==> config.mk <==
export PLATFORM = sky130hd
export DESIGN_NAME = debug_sequencer
export DESIGN_NICKNAME = d
export VERILOG_FILES = /design/src/rtl/debug_sequencer.sv
export SDC_FILE = /design/constraint.sdc
export NUM_CORES = 1
export LEC_CHECK = 0
export ABC_AREA = 1
export BUFFER_PORTS_ARGS = -buffer_cell sky130_fd_sc_hd__buf_2
export CAP_MARGIN = 20
export CORE_MARGIN = 5
export CORE_UTILIZATION = 40
export CTS_BUF_LIST = sky130_fd_sc_hd__clkbuf_4 sky130_fd_sc_hd__clkbuf_8
export DETAILED_ROUTE_END_ITERATION = 6
export PLACE_DENSITY = 0.68
export SYNTH_ARGS = -nofsm -noshare
export SYNTH_HDL_FRONTEND = slang
export SYNTH_SLANG_ARGS = --single-unit
==> constraint.sdc <==
create_clock -name clk -period 3.6 [get_ports clk]
set_clock_uncertainty 0.15 [all_clocks]
set_input_delay 0 -clock clk [delete_from_list [all_inputs] [get_ports clk]]
set_output_delay 0 -clock clk [all_outputs]
set_load 0.03 [all_outputs]
==> src/rtl/debug_sequencer.sv <==
// rtl/debug_sequencer.sv - run/step/halt controller and state-dump serialiser for the pipeline debug port
module debug_sequencer #(
    parameter int         RAM_WORDS = 32,
    parameter logic [7:0] CMD_RUN   = 8'h63,
    parameter logic [7:0] CMD_STEP  = 8'h73,
    parameter logic [7:0] CMD_DUMP  = 8'h64,
    parameter logic [7:0] CMD_PAUSE = 8'h70
) (
    input  logic        clk,
    input  logic        reset,
    input  logic [7:0]  rx_data,
    input  logic        rx_done,
    output logic [7:0]  tx_data,
    output logic        tx_start,
    input  logic        tx_done,
    input  logic        fin,
    input  logic [31:0] pc_value,
    output logic        pipe_enable,
    output logic [4:0]  dir_fr,
    input  logic [31:0] dato_fr,
    output logic [31:0] dir_ram,
    input  logic [31:0] dato_ram,
    output logic        busy,
    output logic        halted
);

    localparam int N  = 34 + RAM_WORDS;
    localparam int WW = $clog2(N + 1);

    localparam logic [WW-1:0] W_PC     = WW'(1);
    localparam logic [WW-1:0] W_REG0   = WW'(2);
    localparam logic [WW-1:0] W_RAM0   = WW'(34);
    localparam logic [WW-1:0] W_LAST   = WW'(N - 1);

    typedef enum logic [2:0] {
        S_IDLE,
        S_RUN,
        S_STEP,
        S_SNAP,
        S_FETCH,
        S_LATCH,
        S_SEND,
        S_WAIT_TX
    } state_t;

    state_t         state;
    state_t         state_next;

    logic [31:0]    cycle_cnt;
    logic [31:0]    snap_cnt;
    logic [31:0]    snap_pc;
    logic [31:0]    shift;
    logic [31:0]    sel_word;
    logic [WW-1:0]  w;
    logic [WW-1:0]  w_m2;
    logic [WW-1:0]  w_m34;
    logic [1:0]     b;
    logic           is_reg;
    logic           is_ram;

    always_ff @(posedge clk or posedge reset) begin
        if (reset) begin
            state <= S_IDLE;
        end else begin
            state <= state_next;
        end
    end

    // A halted core never re-enables the pipeline; run/step degrade to a plain dump.
    always_comb begin
        state_next = state;
        case (state)
            S_IDLE: begin
                if (rx_done) begin
                    if (rx_data == CMD_RUN) begin
                        state_next = halted ? S_SNAP : S_RUN;
                    end else if (rx_data == CMD_STEP) begin
                        state_next = halted ? S_SNAP : S_STEP;
                    end else if (rx_data == CMD_DUMP) begin
                        state_next = S_SNAP;
                    end
                end
            end
            S_RUN: begin
                if (fin || (rx_done && (rx_data == CMD_PAUSE))) begin
                    state_next = S_SNAP;
                end
            end
            S_STEP:  state_next = S_SNAP;
            S_SNAP:  state_next = S_FETCH;
            S_FETCH: state_next = S_LATCH;
            S_LATCH: state_next = S_SEND;
            S_SEND:  state_next = S_WAIT_TX;
            S_WAIT_TX: begin
                if (tx_done) begin
                    if (b != 2'd3) begin
                        state_next = S_SEND;
                    end else if (w != W_LAST) begin
                        state_next = S_FETCH;
                    end else begin
                        state_next = S_IDLE;
                    end
                end
            end
            default: state_next = S_IDLE;
        endcase
    end

    always_comb begin
        pipe_enable = 1'b0;
        tx_start    = 1'b0;
        busy        = 1'b1;
        case (state)
            S_IDLE:  busy        = 1'b0;
            S_RUN:   pipe_enable = 1'b1;
            S_STEP:  pipe_enable = 1'b1;
            S_SEND:  tx_start    = 1'b1;
            default: ;
        endcase
    end

    // Debug read addresses follow the word index so they stay put across FETCH/LATCH.
    always_comb begin
        w_m2    = w - W_REG0;
        w_m34   = w - W_RAM0;
        is_reg  = (w >= W_REG0) && (w < W_RAM0);
        is_ram  = (w >= W_RAM0);
        dir_fr  = is_reg ? w_m2[4:0] : 5'd0;
        dir_ram = is_ram ? 32'(w_m34) : 32'd0;
    end

    always_comb begin
        sel_word = dato_ram;
        if (w == '0) begin
            sel_word = snap_cnt;
        end else if (w == W_PC) begin
            sel_word = snap_pc;
        end else if (is_reg) begin
            sel_word = dato_fr;
        end
    end

    assign tx_data = shift[31:24];

    always_ff @(posedge clk or posedge reset) begin
        if (reset) begin
            halted    <= 1'b0;
            cycle_cnt <= 32'd0;
            snap_cnt  <= 32'd0;
            snap_pc   <= 32'd0;
            shift     <= 32'd0;
            w         <= '0;
            b         <= 2'd0;
        end else begin
            if (pipe_enable && (cycle_cnt != 32'hFFFF_FFFF)) begin
                cycle_cnt <= cycle_cnt + 32'd1;
            end
            if (((state == S_RUN) || (state == S_STEP)) && fin) begin
                halted <= 1'b1;
            end
            case (state)
                S_SNAP: begin
                    snap_cnt <= cycle_cnt;
                    snap_pc  <= pc_value;
                    w        <= '0;
                end
                S_LATCH: begin
                    shift <= sel_word;
                    b     <= 2'd0;
                end
                S_WAIT_TX: begin
                    if (tx_done) begin
                        shift <= {shift[23:0], 8'h00};
                        b     <= b + 2'd1;
                        if ((b == 2'd3) && (w != W_LAST)) begin
                            w <= w + WW'(1);
                        end
                    end
                end
                default: ;
            endcase
        end
    end

endmodule

==> metrics <==
gpl congestion=between 0.9 and 1; Yosys warning total=0; Worst Path Max Fanout=20; DRT Pass-1 Iters=5; Critical R2R Capture=state[0]; die area=between 20000 and 25000 µm²; CP max-delay cell=dfrtp_1; initial antenna violation count=0; Mapped Area=approximately 8500 µm²; cells after synthesis=roughly 1200; final max-slew violation count=0; Diodes inserted=0; Area growth syn-to-layout=25.2%; maximum vdd ir drop=approximately 0.00033 V; Fin. Hold Viols=0; Row Count=53; worst skew pair latency=between 400 and 500 ps; syn avg cell area=roughly 7.1 µm²; CTS buffer count=17; drc violations=0; Top delay family on crit path=simple AND/OR/NAND/NOR gates; CORE AREA=21000 µm²; Leak=between 0.005 and 0.006 µW; chip width=approximately 160 µm; flops & latches, synth=~140; layout cells sized above 1=0.151; Initial Utilization=0.405; sequential area share after synthesis=0.414; Max clock buf depth=2; Worst EP required=3800 ps; final clock period utilization by the worst path=0.914; reg2reg start=state[2]; Cell Chain, Critical Path=nand2_1, nor2_4, nand2_1, o21ai_0, a21oi_1, nand3_1, dlygate4sd3_1, nand2_1, dlygate4sd3_1; Remaining Overflow, GRT=0; DRT Wirelength=approximately 25000 µm; vias=between 8000 and 9000; largest area contributor in the netlist=dfrtp_1; Critical path destination=state[0]; Critical Path AT=roughly 3500 ps; Max-Cap Viols=0; Hold Path Stages=4; Slew @ Worst Pin=approximately 900 ps; Port Buf Inserts=approximately 130; overall power=approximately 6600 µW; dpl ws=~880 ps; crit path from=state[2]; CP peak stage delay=approximately 610 ps; clock slew at reported path FFs=80 ps; most frequent cells in the layout=nand2_1, dfrtp_1, inv_1; Critical Path Sink Type=flip-flop; Reg2Reg Setup Slack=a little over 300 ps; Critical Setup Path Class=flip-flop to flip-flop; Slew HR=0.410; nets@finish=approximately 1500; HP Class=input pin to flip-flop; Fmax achieved=around 300 MHz; synth top area cells=dfrtp_1, nand2_1, a21oi_1; post-detail-place hpwl=between 15000 and 20000 µm; root buf cell=clkbuf_8; Util after Layout=0.508; first-pass GRT wire length=40200 µm; WL/cell=14.5 µm; setup slack after layout=308 ps; Total GRT Usage=0.202; Cell variety after synth=39; remaining antenna violation count=0; fin crit period=between 3000 and 4000 ps; critical path depth=9; most frequent cell on the critical path=nand2_1; initial DRC count=570; FF-to-FF path depth=9; Synth top area share=0.414; setup_tns=0 ps; commonest non-fill, non-tap cell in the layout=nand2_1; clock sink count=~140; RSZ-0062 raised after global routing=no; CTS tree=done; pwr/cell area=615 nW/µm²; vias per cell=around 5; Boundary Pins=approximately 160; vias in the first global route=8204; largest net degree at the start of global routing=just under 100; H-tree depth=4; status=finished, final reports clean; Startpoint Class=flip-flop; cts repair resizes=0; die height=around 160 µm; Buf/Inv on CP=2; setup violators final=0
==> per-layer routing <==
| layer | track usage | share of wire |
|---|---|---|
| met3 | 0.0497 | 0.066 |
| met4 | 0.0600 | 0.020 |
| met5 | 0 | 0 |
| met1 | 0.270 | 0.45 |
| met2 | 0.325 | 0.47 |
==> state kept, by name, indices dropped and copies added, names as in the netlist <==
| signal | flops |
|---|---|
| b | 2 |
| cycle_cnt | 32 |
| halted | 1 |
| shift | 32 |
| snap_cnt | 32 |
| snap_pc | 32 |
| state | 3 |
| w | 7 |
==> cell usage after synthesis, drive strengths merged <==
cell,count
a21o,1
xor2,22
xnor2,3
clkinv,1
or2,2
o211ai,1
a22o,1
o21ai,79
dfrtp,141
a21oi,117
nor3b,2
nand3,45
nand3b,8
clkbuf,28
inv,146
nor4,2
nor2,80
nand4,31
buf,61
a211oi,1
nand2,397
conb,1
ha,9
nor3,24
==> how the worst min path moves through the flow <==
stage                             from     endpoint  slack, ps
final                     pc_value[29]  snap_pc[29]        110
after global routing       pc_value[3]   snap_pc[3]        120
after CTS                  pc_value[7]   snap_pc[7]         90
after detailed placement         reset  snap_pc[21]        -50
after global placement           reset  snap_pc[24]        -50
after floorplan            pc_value[0]   snap_pc[0]        -30
==> logic make-up after synthesis <==
group / Yosys count / share of synthesized area
flops: 141 / 0.414
other cells: 1 / 0.000440
compound gates: 200 / 0.119
fa+ha+maj: 9 / 0.0132
simple gates: 591 / 0.300
buf+inv: 236 / 0.127
xor+xnor: 25 / 0.0257
==> worst min-delay path: stages <==
cell           delay [ps]
dlygate4sd3_1         510
buf_2                  90
nand2_1                40
nand2_1                50
==> metrics by stage <==
step	area (µm²)	instances	hold slack [ps]
2_1_floorplan	8620	1227	-33.4
3_3_place_gp	9190	1555	-50.5
3_5_place_dp	9190	1555	-45.7
4_1_cts	10600	1695	85.7
5_1_grt	10700	1697	118
6_report	10700	1697	105
==> timing repair <==
item | 4_1_cts | 5_1_grt
setup endpoints to repair | 0 | 1
buffers inserted | 0 | 0
hold buffers | 109 | 0
hold endpoints to repair | 172 | 0
==> area by class of cell <==
| type | count | area [µm²] |
|---|---|---|
| clock buffers | 19 | 262 |
| multi-input cells | 851 | 4020 |
| inverters | 147 | 556 |
| well taps | 275 | 344 |
| flip-flops and latches | 141 | 3530 |
| clock inverters | 12 | 97.6 |
| fillers | 1930 | 10300 |
| repair buffers | 252 | 1870 |
==> where the power goes <==
group          internal (µW)  total [µW]  leakage (µW)  switching [µW]
Sequential              2040        2360       0.00183             318
Clock                    568        1200      0.000175             631
Combinational           1070        3000       0.00337            1930
Total                   3680        6560       0.00538            2880
Note: power is estimated with default switching activity, not from simulation.
